===== src/rtl/pma_region_table.sv =====
`default_nettype none
// ============================================================================
//  Module   : pma_region_table
//  Purpose  : Runtime-programmable physical-memory-attribute table. NrRules
//             entries of {base, length, attr} answer pipelined address lookups
//             with {executable, idempotent, cached}. The lowest-index match
//             wins. With no match the lookup returns DefaultAttr.
//  Ports    : clk_i, rst_i (async, active-high)
//             cfg_we_i / cfg_idx_i / cfg_field_i / cfg_wdata_i -> config write
//             cfg_ack_o / cfg_err_o  -> one-cycle write completion + reject flag
//             req_valid_i / req_ready_o / req_addr_i -> lookup request
//             resp_valid_o / resp_ready_i / resp_attr_o / resp_hit_o /
//             resp_idx_o -> registered lookup result
//  Revision : 1.0 - initial release
// ============================================================================
module pma_region_table #(
  parameter int                         NrRules     = 4,
  parameter int                         AddrWidth   = 64,
  parameter logic [NrRules*AddrWidth-1:0] InitBase   = '0,
  parameter logic [NrRules*AddrWidth-1:0] InitLength = '0,
  parameter logic [NrRules*4-1:0]       InitAttr    = '0,
  parameter logic [3:0]                 DefaultAttr = 4'b0010
) (
  input  logic                 clk_i,
  input  logic                 rst_i,
  // configuration write port
  input  logic                 cfg_we_i,
  input  logic [3:0]           cfg_idx_i,
  input  logic [1:0]           cfg_field_i,
  input  logic [AddrWidth-1:0] cfg_wdata_i,
  output logic                 cfg_ack_o,
  output logic                 cfg_err_o,
  // lookup request
  input  logic                 req_valid_i,
  output logic                 req_ready_o,
  input  logic [AddrWidth-1:0] req_addr_i,
  // lookup response
  output logic                 resp_valid_o,
  input  logic                 resp_ready_i,
  output logic [2:0]           resp_attr_o,
  output logic                 resp_hit_o,
  output logic [3:0]           resp_idx_o
);

  localparam logic [1:0] c_field_base = 2'd0;
  localparam logic [1:0] c_field_len  = 2'd1;
  localparam logic [1:0] c_field_attr = 2'd2;
  localparam int         c_lock_bit   = 3;

  // --------------------------------------------------------------------------
  // Region table
  // --------------------------------------------------------------------------
  logic [AddrWidth-1:0] r_base [NrRules];
  logic [AddrWidth-1:0] r_len  [NrRules];
  logic [3:0]           r_attr [NrRules];

  // --------------------------------------------------------------------------
  // Configuration write decode
  // --------------------------------------------------------------------------
  logic               w_idx_ok;
  logic               w_field_ok;
  logic               w_target_locked;
  logic               w_cfg_err;
  logic [NrRules-1:0] w_wr_sel;
  logic [NrRules-1:0] w_match;

  assign w_idx_ok   = ({1'b0, cfg_idx_i} < 5'(NrRules));
  assign w_field_ok = (cfg_field_i != 2'd3);

  // Lock bit of the addressed entry. The address is scanned rather than
  // indexed so an out-of-range index never reads past the table.
  always_comb begin
    w_target_locked = 1'b0;
    for (int i = 0; i < NrRules; i++) begin
      if ((cfg_idx_i == 4'(i)) && r_attr[i][c_lock_bit]) begin
        w_target_locked = 1'b1;
      end
    end
  end

  assign w_cfg_err = !w_idx_ok || !w_field_ok || w_target_locked;

  generate
    for (genvar gi = 0; gi < NrRules; gi++) begin : g_entry
      // End address carries one extra bit so a region touching the top of
      // the address space neither wraps nor loses its last bytes.
      logic [AddrWidth:0] w_end;

      assign w_end = {1'b0, r_base[gi]} + {1'b0, r_len[gi]};

      assign w_wr_sel[gi] = cfg_we_i && !w_cfg_err && (cfg_idx_i == 4'(gi));

      assign w_match[gi] = (r_len[gi] != '0)
                        && (req_addr_i >= r_base[gi])
                        && ({1'b0, req_addr_i} < w_end);
    end
  endgenerate

  // Rejected writes never reach w_wr_sel, so a locked entry stays frozen
  // until reset without needing a separate guard here.
  always_ff @(posedge clk_i or posedge rst_i) begin
    if (rst_i) begin
      for (int i = 0; i < NrRules; i++) begin
        r_base[i] <= InitBase[i*AddrWidth +: AddrWidth];
        r_len[i]  <= InitLength[i*AddrWidth +: AddrWidth];
        r_attr[i] <= InitAttr[i*4 +: 4];
      end
    end else begin
      for (int i = 0; i < NrRules; i++) begin
        if (w_wr_sel[i]) begin
          case (cfg_field_i)
            c_field_base: r_base[i] <= cfg_wdata_i;
            c_field_len:  r_len[i]  <= cfg_wdata_i;
            c_field_attr: r_attr[i] <= cfg_wdata_i[3:0];
            default:      r_attr[i] <= r_attr[i];
          endcase
        end
      end
    end
  end

  logic r_cfg_ack;
  logic r_cfg_err;

  always_ff @(posedge clk_i or posedge rst_i) begin
    if (rst_i) begin
      r_cfg_ack <= 1'b0;
      r_cfg_err <= 1'b0;
    end else begin
      r_cfg_ack <= cfg_we_i;
      r_cfg_err <= cfg_we_i && w_cfg_err;
    end
  end

  assign cfg_ack_o = r_cfg_ack;
  assign cfg_err_o = r_cfg_err;

  // --------------------------------------------------------------------------
  // Lookup: priority select, then one output register stage
  // --------------------------------------------------------------------------
  logic       w_hit;
  logic [3:0] w_idx;
  logic [2:0] w_attr;

  // Scan from the top down so the lowest matching index is the last writer.
  always_comb begin
    w_hit  = 1'b0;
    w_idx  = 4'd0;
    w_attr = DefaultAttr[2:0];
    for (int i = NrRules - 1; i >= 0; i--) begin
      if (w_match[i]) begin
        w_hit  = 1'b1;
        w_idx  = 4'(i);
        w_attr = r_attr[i][2:0];
      end
    end
  end

  logic       r_resp_valid;
  logic [2:0] r_resp_attr;
  logic       r_resp_hit;
  logic [3:0] r_resp_idx;
  logic       w_accept;

  assign req_ready_o = !r_resp_valid || resp_ready_i;
  assign w_accept    = req_valid_i && req_ready_o;

  // Payload only loads on accept, so a stalled response is never recomputed
  // even if the table changes underneath it.
  always_ff @(posedge clk_i or posedge rst_i) begin
    if (rst_i) begin
      r_resp_valid <= 1'b0;
      r_resp_attr  <= 3'd0;
      r_resp_hit   <= 1'b0;
      r_resp_idx   <= 4'd0;
    end else begin
      if (w_accept) begin
        r_resp_valid <= 1'b1;
        r_resp_attr  <= w_attr;
        r_resp_hit   <= w_hit;
        r_resp_idx   <= w_idx;
      end else if (resp_ready_i) begin
        r_resp_valid <= 1'b0;
      end
    end
  end

  assign resp_valid_o = r_resp_valid;
  assign resp_attr_o  = r_resp_attr;
  assign resp_hit_o   = r_resp_hit;
  assign resp_idx_o   = r_resp_idx;

endmodule
`default_nettype wire


===== config.mk =====
export PLATFORM = sky130hd
export DESIGN_NAME = pma_region_table
export DESIGN_NICKNAME = d
export VERILOG_FILES = /design/src/rtl/pma_region_table.sv
export SDC_FILE = /design/constraint.sdc
export NUM_CORES = 2
export LEC_CHECK = 0
export CAP_MARGIN = 0
export CORE_MARGIN = 8
export CORE_UTILIZATION = 40
export CTS_CLUSTER_SIZE = 8
export DETAILED_ROUTE_END_ITERATION = 12
export MAX_ROUTING_LAYER = met4
export SKIP_LAST_GASP = 1
export SLEW_MARGIN = 5
export SYNTH_ARGS = -nofsm -noshare
export SYNTH_HDL_FRONTEND = slang
export SYNTH_SLANG_ARGS = --single-unit
export TNS_END_PERCENT = 100

===== constraint.sdc =====
create_clock -name clk_i -period 22.4 [get_ports clk_i]
set_input_delay 4.48 -clock clk_i [delete_from_list [all_inputs] [get_ports clk_i]]
set_output_delay 4.48 -clock clk_i [all_outputs]
set_load 0.02 [all_outputs]

==> results.toml <==
[cts]
clkTransAtPathRegs_ns = 0.05
postCtsHoldBufs = 0
htreeDepth = 3
ctsRootBufferMaster = "sky130_fd_sc_hd__clkbuf_16"
cts_buffer_count = 78
clock_tree_from_tritoncts = "yes"
clock_sinks = 537
clk_latency_ns = 0.66
cts.repair.resized = 0
post_cts_buffers = 0
clk_path_buf_depth = 3

[route]
met1_length_mm = 74.6
avgRoutedWirePerCell_um = 24.6
detail_route.iter0.violations = 2842
dr_wl_met3_mm = 8.06
wire_length_on_met2_mm = 73.9
drt_first_pass_iters = 6
detail-route-antenna-nets = 0
post-route-drc-count = 0
routed_wl_mm = 163
detailroute.via_count = 39300
topRoutingLayerUsed = "met4"
avgViaCountPerCell = 5.95

[floorplanning]
design.core.area_mm2 = 0.114
die-area_mm2 = 0.126
die_h_um = 356
number_of_rows_created_at_floorplan = 124
floorplan.initialDensity_pct = 40.3
io-pin-count = 151
floorplan.die.width_um = 356

[timing]
rsz0062_at_grt = "false"
hold_violations = 0
post-route-min-period_ns = 10.18
finalSetupTns_ns = 0
final-setup-viol-count = 0
skew_ns = 0.0180
maxSlewHeadroom_pct = 18.6
whs_ns = 0.459
slew_violations = 0
post-route-period-util_pct = 45.5
tightest_pin_transition_ns = 1.20
fmax_ghz = 0.0982

[worst_setup_path]
crit_path_end_kind = "primary output"
crit_path_max_incr_delay_ns = 0.63
worst_endpoint_data_arrival_time_ns = 5.70
worst-path-max-fanout = 4
timing.critical_path.cells = "clkdlybuf4s50_1 -> nand2b_1 -> clkdlybuf4s50_1"
crit_buf_inv = 2
timing.critical_path.slowest_stage_cell = "sky130_fd_sc_hd__clkdlybuf4s50_1"
startpoint_class_of_the_critical_path = "primary input"
criticalPathCategory = "in -> out"
r2r_slack_ns = 14.68
cp_top_family = "buffers and inverters"
cp_common_cell = "sky130_fd_sc_hd__clkdlybuf4s50_1"
worstPathRequired_ns = 17.92

[final_layout]
area.growth.synth_to_final_pct = 11.6
layout.cells.most_common_list = "sky130_fd_sc_hd__ha_1 (764), sky130_fd_sc_hd__dfrtp_1 (537), sky130_fd_sc_hd__mux2_2 (398), sky130_fd_sc_hd__a21oi_1 (382), sky130_fd_sc_hd__o21ai_0 (349)"
nNetsFinal = 5977
filler_cell_count = 11100
final_layout_size_suffix_gt1_share_pct = 11.2
final_common_cell = "sky130_fd_sc_hd__ha_1"

[global_routing]
grt_max_degree = 98
grt_usage_pct = 25.7
first_global_vias = 38700
grt_pass1_wl_mm = 244
antenna_violations_before_repair = 2
grt-ovfl-total = 0

[logic_synthesis]
synth-edff-count = 0
synth.cell_area_mm2 = 0.0461
synth.ff_latch_count = 537
synth.yosys.seq_area_share_pct = 29.1
synth_cell_type_count = 81
synth-warning-count = 0
postSynth.topFlopCell = "sky130_fd_sc_hd__dfrtp_1"
syn-instance-count = 4944
synth_area_per_cell_um2 = 9.33
synthArstFlopShare_pct = 100

[power]
power.ir.vdd_worst_mv = 0.0553
power.density_mw_per_mm2 = 64.8
totalPowerFinal_mw = 3.34
cellLeakagePower_nw = 26.0

[placement]
numPortBuffers = 148
hpwlAfterDp_mm = 128
globalplace.congestion = 0.958

[hold_path]
worst_hold_path_type = "reg -> reg"

[job]
cap_viol_max_count = 0

[run_status]
status = "finished clean"
[per-stage QoR]
stage               instances  instance area, µm²  util, %  setup WS [ns]
detailed placement       6502               49300     43.1          12.21
finish                   6601               51500     45.0          12.22
global route             6600               51500     45.0          12.17
global placement         6502               49300     43.1          12.23
floorplan                4945               46100        -           2.91
CTS                      6599               51500     45.0          12.20
[synth_stat cells (all sizes together), types with 48 or more instances]
library cell | number | area (µm²)
inv | 325 | 1220
clkbuf | 116 | 438
o21ai | 357 | 1790
mux2 | 398 | 4480
o21a | 50 | 375
nor4 | 84 | 526
a21oi | 383 | 1920
a21o | 315 | 2360
nand2b | 49 | 307
xor2 | 110 | 963
ha | 764 | 9560
dfrtp | 537 | 13400
a211oi | 48 | 370
nand3 | 91 | 455
xnor2 | 130 | 1140
nand2 | 348 | 1310
nand4 | 151 | 945
nor2 | 167 | 627
[path summary, 6_finish.rpt]
| check | start | end | depth (start not counted) |
|---|---|---|---|
| setup / recovery | resp_ready_i | req_ready_o | 3 |
| hold / removal | r_attr[15]$_DFFE_PP0P_ | r_attr[15]$_DFFE_PP0P_ | 1 |
| min in group asynchronous | rst_i | r_base[45]$_DFFE_PP0P_ | 2 |
| max in group asynchronous | rst_i | r_base[6]$_DFFE_PP0P_ | 5 |
| hold reg to reg | r_attr[15]$_DFFE_PP0P_ | r_attr[15]$_DFFE_PP0P_ | 1 |
| setup reg to reg | r_len[64]$_DFFE_PP0P_ | resp_idx_o[0]$_DFFE_PP0P_ | 24 |
[metal layers]
metal | up-vias | global-route usage, %
li1 | 18600 | -
met2 | 1070 | 40.9
met3 | 259 | 3.31
met5 | - | -
met4 | 0 | 8.60
met1 | 19400 | 33.9
[cells by family (layout without fill, tap and decap cells)]
kind of cell | count (synthesis) | count (layout) | share of synthesized area, %
AND/OR/NAND/NOR | 1098 | 1098 | 12.0
XOR/XNOR | 240 | 240 | 4.56
flip-flops | 537 | 537 | 29.1
buffers and inverters | 466 | 608 | 3.87
other | 1 | 4 | 0.00813
AO/OA/AOI/OAI | 1435 | 1435 | 19.8
adder cells (fa/ha/maj) | 768 | 768 | 20.9
multiplexers | 399 | 399 | 9.77
[final cells by class]
class                   instances  area, µm²  area share [%]
clock inverters                 3       33.8          0.0656
inverters                     325       1230            2.38
well taps                    1512       1890            3.67
diodes                          2       5.00         0.00972
flip-flops and latches        537      13400            26.1
repair buffers                186       1770            3.43
clock buffers                  94       2130            4.13
multi-input cells            3942      31000            60.2
[worst register-to-register path, cell delays in order (launching register included)]
cell                        delay [ns]
sky130_fd_sc_hd__dfrtp_1          0.44
sky130_fd_sc_hd__ha_1             0.26
sky130_fd_sc_hd__fa_1             0.46
sky130_fd_sc_hd__a211oi_1         0.33
sky130_fd_sc_hd__o21ai_1          0.16
sky130_fd_sc_hd__or4b_1           0.28
sky130_fd_sc_hd__nand2_1          0.15
sky130_fd_sc_hd__a311oi_1         0.83
sky130_fd_sc_hd__o21ai_0          0.57
sky130_fd_sc_hd__a31oi_1          0.43
sky130_fd_sc_hd__and3_1           0.27
sky130_fd_sc_hd__o21a_1           0.25
sky130_fd_sc_hd__o21ai_0          0.16
sky130_fd_sc_hd__xnor2_1          0.16
sky130_fd_sc_hd__ha_1             0.30
sky130_fd_sc_hd__a21o_1           0.19
sky130_fd_sc_hd__a21o_1           0.20
sky130_fd_sc_hd__a211oi_1         0.40
sky130_fd_sc_hd__nand2_1          0.08
sky130_fd_sc_hd__a2111oi_0        0.52
sky130_fd_sc_hd__a21oi_1          0.16
sky130_fd_sc_hd__o22ai_2          0.44
sky130_fd_sc_hd__a211o_1          0.31
sky130_fd_sc_hd__nand2_1          0.08
sky130_fd_sc_hd__a22o_1           0.20
[power by group]
part / switching (mW) / total (mW) / internal, mW
clock network: 0.463 / 1.12 / 0.656
registers: 0.0445 / 1.06 / 1.02
logic: 0.689 / 1.16 / 0.467
[flip-flops by register name, indices dropped and copies added, names as in the netlist]
signal,cells
r_base,256
r_len,256
r_attr,16
resp_attr_o,3
resp_idx_o,2
cfg_ack_o,1
cfg_err_o,1
resp_hit_o,1
resp_valid_o,1
(Power assumes the default switching activity.)
